`config.mk`:
```
export PLATFORM = sky130hd
export DESIGN_NAME = pic_in_service_control
export DESIGN_NICKNAME = d
export VERILOG_FILES = /design/src/rtl/pic_pkg.sv /design/src/rtl/pic_isr_highest.sv /design/src/rtl/pic_in_service_control.sv
export SDC_FILE = /design/constraint.sdc
export NUM_CORES = 1
export LEC_CHECK = 0
export CAP_MARGIN = 30
export CORE_UTILIZATION = 40
export DETAILED_ROUTE_END_ITERATION = 12
export PLACE_DENSITY_LB_ADDON = 0.25
export SETUP_SLACK_MARGIN = 0.1
export SLEW_MARGIN = 20
export SYNTH_ARGS = -nofsm -noshare
export SYNTH_HDL_FRONTEND = slang
export SYNTH_HIERARCHICAL = 1
export SYNTH_SLANG_ARGS = --single-unit
export TNS_END_PERCENT = 30
```
`constraint.sdc`:
```
create_clock -name clock -period 6.7 [get_ports clock]
set_input_delay 0.67 -clock clock [delete_from_list [all_inputs] [get_ports clock]]
set_output_delay 0.67 -clock clock [all_outputs]
set_load 0.03 [all_outputs]
```
`src/rtl/pic_pkg.sv`:
```
// rtl/pic_pkg.sv - shared types and priority helpers for the 8259A-style PIC
package pic_pkg;

  localparam int NUM_IRQ = 8;

  typedef logic [2:0] level_t;

  typedef enum logic {
    ST_IDLE,
    ST_ACK1
  } pic_state_t;

  // Rank 0 is the highest priority; rank wraps around just above the lowest level.
  function automatic level_t prio_rank(input level_t level, input level_t lowest);
    level_t r;
    r = level - lowest - 3'd1;
    return r;
  endfunction

  // Returns {found, level} of the set bit with the smallest rank.
  function automatic logic [3:0] highest_in_service(input logic [NUM_IRQ-1:0] isr_v,
                                                    input level_t lowest);
    logic [3:0] res;
    level_t     lv;
    res = 4'd0;
    for (int r = NUM_IRQ - 1; r >= 0; r--) begin
      lv = lowest + level_t'(r) + 3'd1;
      if (isr_v[lv]) res = {1'b1, lv};
    end
    return res;
  endfunction

endpackage

```
`src/rtl/pic_isr_highest.sv`:
```
// rtl/pic_isr_highest.sv - combinational finder of the highest-priority set ISR bit
module pic_isr_highest
  import pic_pkg::*;
(
  input  logic [NUM_IRQ-1:0] i_isr,
  input  level_t             i_lowest,
  output logic               o_found,
  output level_t             o_level
);

  logic [3:0] w_result;

  assign w_result = highest_in_service(i_isr, i_lowest);
  assign o_found  = w_result[3];
  assign o_level  = w_result[2:0];

endmodule

```
`src/rtl/pic_in_service_control.sv`:
```
// rtl/pic_in_service_control.sv - INT/INTA sequencing, ISR upkeep, EOI handling and vector output
module pic_in_service_control #(
  parameter int NUM_IRQ    = 8,
  parameter int VEC_BASE_W = 5
) (
  input  logic                  clock,
  input  logic                  reset,
  input  logic [NUM_IRQ-1:0]    irr,
  input  logic [2:0]            chosen_interrupt,
  input  logic                  chosen_valid,
  input  logic [2:0]            lowest_priority,
  input  logic                  aeoi,
  input  logic                  rotate_aeoi,
  input  logic [VEC_BASE_W-1:0] vector_base,
  input  logic                  inta_pulse,
  input  logic                  eoi_valid,
  input  logic                  eoi_specific,
  input  logic [2:0]            eoi_level,
  input  logic                  eoi_rotate,
  output logic                  int_out,
  output logic [NUM_IRQ-1:0]    isr,
  output logic [NUM_IRQ-1:0]    irr_clear,
  output logic                  resolver_clear,
  output logic [7:0]            data_out,
  output logic                  data_out_en,
  output logic                  rotate_update,
  output logic [2:0]            rotate_lowest
);
  import pic_pkg::*;

  pic_state_t         r_state;
  level_t             r_level;
  logic               r_spurious;

  pic_state_t         w_state_next;
  level_t             w_level_next;
  logic               w_spurious_next;
  logic               w_int_next;
  logic [NUM_IRQ-1:0] w_isr_next;
  logic [NUM_IRQ-1:0] w_irr_clear_next;
  logic               w_resolver_clear_next;
  logic [7:0]         w_data_next;
  logic               w_data_en_next;
  logic               w_rotate_next;
  level_t             w_rotate_lowest_next;
  logic               w_hi_found;
  level_t             w_hi_level;
  logic               w_request;

  pic_isr_highest u_isr_highest (
    .i_isr    (isr),
    .i_lowest (lowest_priority),
    .o_found  (w_hi_found),
    .o_level  (w_hi_level)
  );

  assign w_request = chosen_valid & (|irr);

  always_comb begin
    w_state_next          = r_state;
    w_level_next          = r_level;
    w_spurious_next       = r_spurious;
    w_isr_next            = isr;
    w_irr_clear_next      = '0;
    w_resolver_clear_next = 1'b0;
    w_data_next           = 8'd0;
    w_data_en_next        = 1'b0;
    w_rotate_next         = 1'b0;
    w_rotate_lowest_next  = 3'd0;

    // An acknowledge in this cycle moves us to ACK1, so INT must fall next cycle.
    w_int_next = (r_state == ST_IDLE) && !inta_pulse && w_request &&
                 (!w_hi_found ||
                  (prio_rank(chosen_interrupt, lowest_priority) <
                   prio_rank(w_hi_level, lowest_priority)));

    // EOI clears are applied before the INTA set so a set of the same bit wins.
    if (eoi_valid) begin
      if (eoi_specific) begin
        w_isr_next[eoi_level] = 1'b0;
        if (eoi_rotate) begin
          w_rotate_next        = 1'b1;
          w_rotate_lowest_next = eoi_level;
        end
      end else if (w_hi_found) begin
        w_isr_next[w_hi_level] = 1'b0;
        if (eoi_rotate) begin
          w_rotate_next        = 1'b1;
          w_rotate_lowest_next = w_hi_level;
        end
      end
    end

    case (r_state)
      ST_IDLE: begin
        if (inta_pulse) begin
          w_state_next = ST_ACK1;
          if (int_out) begin
            w_level_next                       = chosen_interrupt;
            w_spurious_next                    = 1'b0;
            w_isr_next[chosen_interrupt]       = 1'b1;
            w_irr_clear_next[chosen_interrupt] = 1'b1;
            w_resolver_clear_next              = 1'b1;
          end else begin
            w_level_next    = 3'd7;
            w_spurious_next = 1'b1;
          end
        end
      end
      ST_ACK1: begin
        if (inta_pulse) begin
          w_state_next   = ST_IDLE;
          w_data_next    = {vector_base, r_level};
          w_data_en_next = 1'b1;
          if (aeoi && !r_spurious) begin
            w_isr_next[r_level] = 1'b0;
            if (rotate_aeoi) begin
              w_rotate_next        = 1'b1;
              w_rotate_lowest_next = r_level;
            end
          end
        end
      end
      default: w_state_next = ST_IDLE;
    endcase
  end

  always_ff @(posedge clock or negedge reset) begin
    if (!reset) begin
      r_state        <= ST_IDLE;
      r_level        <= 3'd0;
      r_spurious     <= 1'b0;
      int_out        <= 1'b0;
      isr            <= '0;
      irr_clear      <= '0;
      resolver_clear <= 1'b0;
      data_out       <= 8'd0;
      data_out_en    <= 1'b0;
      rotate_update  <= 1'b0;
      rotate_lowest  <= 3'd0;
    end else begin
      r_state        <= w_state_next;
      r_level        <= w_level_next;
      r_spurious     <= w_spurious_next;
      int_out        <= w_int_next;
      isr            <= w_isr_next;
      irr_clear      <= w_irr_clear_next;
      resolver_clear <= w_resolver_clear_next;
      data_out       <= w_data_next;
      data_out_en    <= w_data_en_next;
      rotate_update  <= w_rotate_next;
      rotate_lowest  <= w_rotate_lowest_next;
    end
  end

endmodule
```
==> results.cfg <==
[route]
postRouteWirelength_mm = 7.11
vias = 2389
drt_iter0_drc = 131
route.detailed.vias_per_inst = 5.81
first_drt_pass_iteration_count = 4
post_route_drc = 0
wl_per_cell_um = 17.3
drt.antenna.violating_nets = 0

[timing]
final-hold-violation-count = 0
worstMarginPinSlew_ns = 0.642
post_route_setup_tns_ns = 0
finalSetupViolCount = 0
fmax_ghz = 0.184
slew_headroom_pct = 57.0
clock_skew_ns = 0.00448
post-route-period-util_pct = 81.2
period_minus_slack_ns = 5.44
rsz0062_at_grt = false
final_max_slew_viol_count = 0

[synth]
synth.area.mux_share_pct = 16.8
synth_edf_count = 0
compound_gate_portion_of_the_synthesized_area_pct = 13.1
synthesis.nets = 317
synth_xor_area_share_pct = 3.78
ys_ff_latch = 36
synthesis.instances = 274
synth.lib_cells_used.distinct = 51
synth_top_family_by_area = simple AND/OR/NAND/NOR gates
dominantRegCellSynth = sky130_fd_sc_hd__dfrtp_1
netlist_top_cells_area = sky130_fd_sc_hd__dfrtp_1 34%, sky130_fd_sc_hd__mux4_2 7.7%, sky130_fd_sc_hd__ha_1 4.7%
post_synth_and_or_nand_nor_area_fraction_pct = 21.0
synth_sequential_area_ratio_pct = 34.0
async_flop_share_pct = 100
post_synth.cell_area_avg_sq_um = 9.67
yosys.area.top_type = sky130_fd_sc_hd__dfrtp_1
yosys_warnings = 6
synth_area_sq_mm = 0.00265
netlist.area_leader.share_pct = 34.0
synth_adder_area_share_pct = 6.24

[placed_design]
place_inst = 403
gp_routability_congestion = 0.996
port_buffers = 61
hpwl_mm = 5.19

[floorplanning]
design.core.area_sq_mm = 0.00639
die_w_um = 83.4
starting_density_of_the_core_pct = 41.5
design.die.area_sq_mm = 0.00695
ios = 62
die_height_um = 83.4
fp-row-count = 29

[worst_hold_path]
hold_class = reg -> reg
hold_end = r_spurious$_DFFE_PN0P_
hold_depth = 2
hold_start = r_spurious$_DFFE_PN0P_

[global_route]
groute.layer.met3.usage_pct = 4.08
grt_util_met1_pct = 28.2
largest_net_degree_at_the_start_of_global_routing = 37
grt_antenna_before_repair = 0
grt_use_total_pct = 21.1
overflow = 0
grtUsageMet2_pct = 34.5
grt-busiest-layer = met2
first_global_vias = 2353
global_route_wire_length_before_repair_mm = 11.8

[finish]
flow.area_growth_from_synthesis_pct = 29.1
proportion_of_layout_cells_with_a_drive_suffix_above_1_pct = 9.28
num-fill-cells = 578
antennaDiodeCount = 0
layoutNonFillerInstCount = 411
fin_nets = 376

[power]
p_leak_nw = 1.46
cellPowerDensity_mw_per_mm2 = 354
worst_ir_drop_vdd_mv = 0.244

[clock_network]
cts_tree = yes
post_cts_resize_count = 0
clk_pin_slew_worst_paths_ns = 0.07
cts_num_sinks = 36
postCtsHoldBufs = 0
clock_tree.htree_level_count = 2
clockRootBuffer = sky130_fd_sc_hd__clkbuf_8
post_cts.repair.setup_buffers = 0
clk_path_buf_depth = 2
cts-buffers-inserted = 5
worst_skew_pair.late_latency_ns = 0.29

[critical_path]
worstPathRequired_ns = 6.88
worst_r2r_path_depth = 12
critPathMaxFanout = 15
worstReg2RegStart = isr[1]$_DFF_PN0_
crit_path_end_kind = flop
r2r_setup_slack_ns = 2.60
arrival_time_of_the_worst_setup_path_ns = 5.62
critPathKind = in -> reg
cp-start-kind = primary input
r2r_end = int_out$_DFF_PN0_

[outcome]
outcome = complete, no violations

[job]
max_cap_violations = 0
-- placed cells by master, fill, tap and decap left out, drive strengths merged, types with 3 or more instances in the layout --
cell type	n
mux2i	10
xnor2	4
inv	20
buf	5
clkdlybuf4s50	61
nor3	7
and2	3
nor2	19
xor2	4
nand2	20
mux2	8
o22ai	5
mux4	11
and3	7
ha	10
a31oi	5
a211oi	3
nand3b	7
o21ai	13
nand2b	8
nand3	10
a21oi	11
o31ai	6
dfrtp	36
nor4	7
clkbuf	7
-- cell families after synthesis --
logic type	after synthesis
compound gates	54
xor+xnor	9
fa+ha+maj	12
buf+inv	34
flops	36
mux	29
simple gates	100
-- how the worst max path moves through the flow --
stage                     cells after the start  slack [ns]                 to          startpoint
after detailed placement                     16        0.99  int_out$_DFF_PN0_  lowest_priority[1]
after floorplan                              17        1.75  int_out$_DFF_PN0_  lowest_priority[0]
after global placement                       16        1.22  int_out$_DFF_PN0_  lowest_priority[1]
after CTS                                    16        1.30  int_out$_DFF_PN0_  lowest_priority[1]
after global routing                         16        0.95  int_out$_DFF_PN0_  lowest_priority[1]
final                                        16        1.26  int_out$_DFF_PN0_  lowest_priority[1]
-- where the power goes --
group	internal, mW	switching [mW]	leakage, nW	total [mW]
Combinational	0.311	0.398	0.948	0.708
Sequential	0.264	0.0858	0.471	0.349
Clock	0.0742	0.0788	0.0424	0.153
Total	0.649	0.562	1.46	1.21
-- metrics by stage --
step / setup WS [ns] / power [mW] / instance area [sq um] / utilization (%) / hold slack (ns)
after detailed placement: 0.992 / 1.05 / 3330 / 52.2 / 0.572
after global placement: 1.22 / 1.04 / 3330 / 52.2 / 0.554
after CTS: 1.30 / 1.21 / 3420 / 53.5 / 0.583
after global routing: 0.950 / 1.29 / 3420 / 53.5 / 0.616
after floorplan: 1.75 / 0.809 / 2650 / - / 0.374
final: 1.26 / 1.21 / 3420 / 53.5 / 0.577
-- flip-flops by register name (all words and copies together) (netlist names) --
register	cells
r_level	3
data_out	8
rotate_lowest	3
resolver_clear	1
irr_clear	8
r_state	1
int_out	1
r_spurious	1
isr	8
data_out_en	1
rotate_update	1
-- layer usage --
layer	vias to the layer above	wire length, um
li1	1122	-
met1	1178	3160
met2	80	3470
met3	9	400
met4	0	78
met5	-	0
-- worst max-delay path, stage by stage --
cell and delay [ns]:
sky130_fd_sc_hd__clkdlybuf4s50_1 0.45, sky130_fd_sc_hd__buf_4 0.20, sky130_fd_sc_hd__inv_1 0.12, sky130_fd_sc_hd__ha_1 0.62, sky130_fd_sc_hd__mux4_2 0.65, sky130_fd_sc_hd__mux2i_1 0.43, sky130_fd_sc_hd__nor2_1 0.08, sky130_fd_sc_hd__or4_1 0.40
sky130_fd_sc_hd__a31oi_1 0.49, sky130_fd_sc_hd__inv_1 0.15, sky130_fd_sc_hd__fa_1 0.43, sky130_fd_sc_hd__xor2_1 0.16, sky130_fd_sc_hd__xnor2_1 0.13, sky130_fd_sc_hd__ha_1 0.27, sky130_fd_sc_hd__o21ai_0 0.08, sky130_fd_sc_hd__o2111a_1 0.26
-- Yosys cell counts (4+ instances only) --
master,instances
sky130_fd_sc_hd__nand2b_1,7
sky130_fd_sc_hd__dfrtp_1,36
sky130_fd_sc_hd__clkbuf_1,8
sky130_fd_sc_hd__o21ai_0,12
sky130_fd_sc_hd__o22ai_1,5
sky130_fd_sc_hd__and3_1,7
sky130_fd_sc_hd__xnor2_1,4
sky130_fd_sc_hd__mux4_2,9
sky130_fd_sc_hd__inv_1,19
sky130_fd_sc_hd__nor2_1,19
sky130_fd_sc_hd__ha_1,10
sky130_fd_sc_hd__nand3b_1,7
sky130_fd_sc_hd__buf_2,5
sky130_fd_sc_hd__nor4_1,7
sky130_fd_sc_hd__o31ai_1,6
sky130_fd_sc_hd__nand3_1,10
sky130_fd_sc_hd__mux2_2,5
sky130_fd_sc_hd__mux2i_1,10
sky130_fd_sc_hd__a21oi_1,11
sky130_fd_sc_hd__nand2_1,19
sky130_fd_sc_hd__nor3_1,7
sky130_fd_sc_hd__a31oi_1,5
-- cell type report --
class | count | area (sq um) | share of cell area [%]
Clock buffer | 7 | 76.3 | 2.23
Timing Repair Buffer | 66 | 648 | 19.0
Tap cell | 77 | 96.3 | 2.82
Inverter | 20 | 75.1 | 2.20
Sequential cell | 36 | 901 | 26.3
Multi-Input combinational cell | 204 | 1610 | 47.2
Clock inverter | 1 | 8.76 | 0.256
No activity file was read; power rests on OpenSTA's default activity.
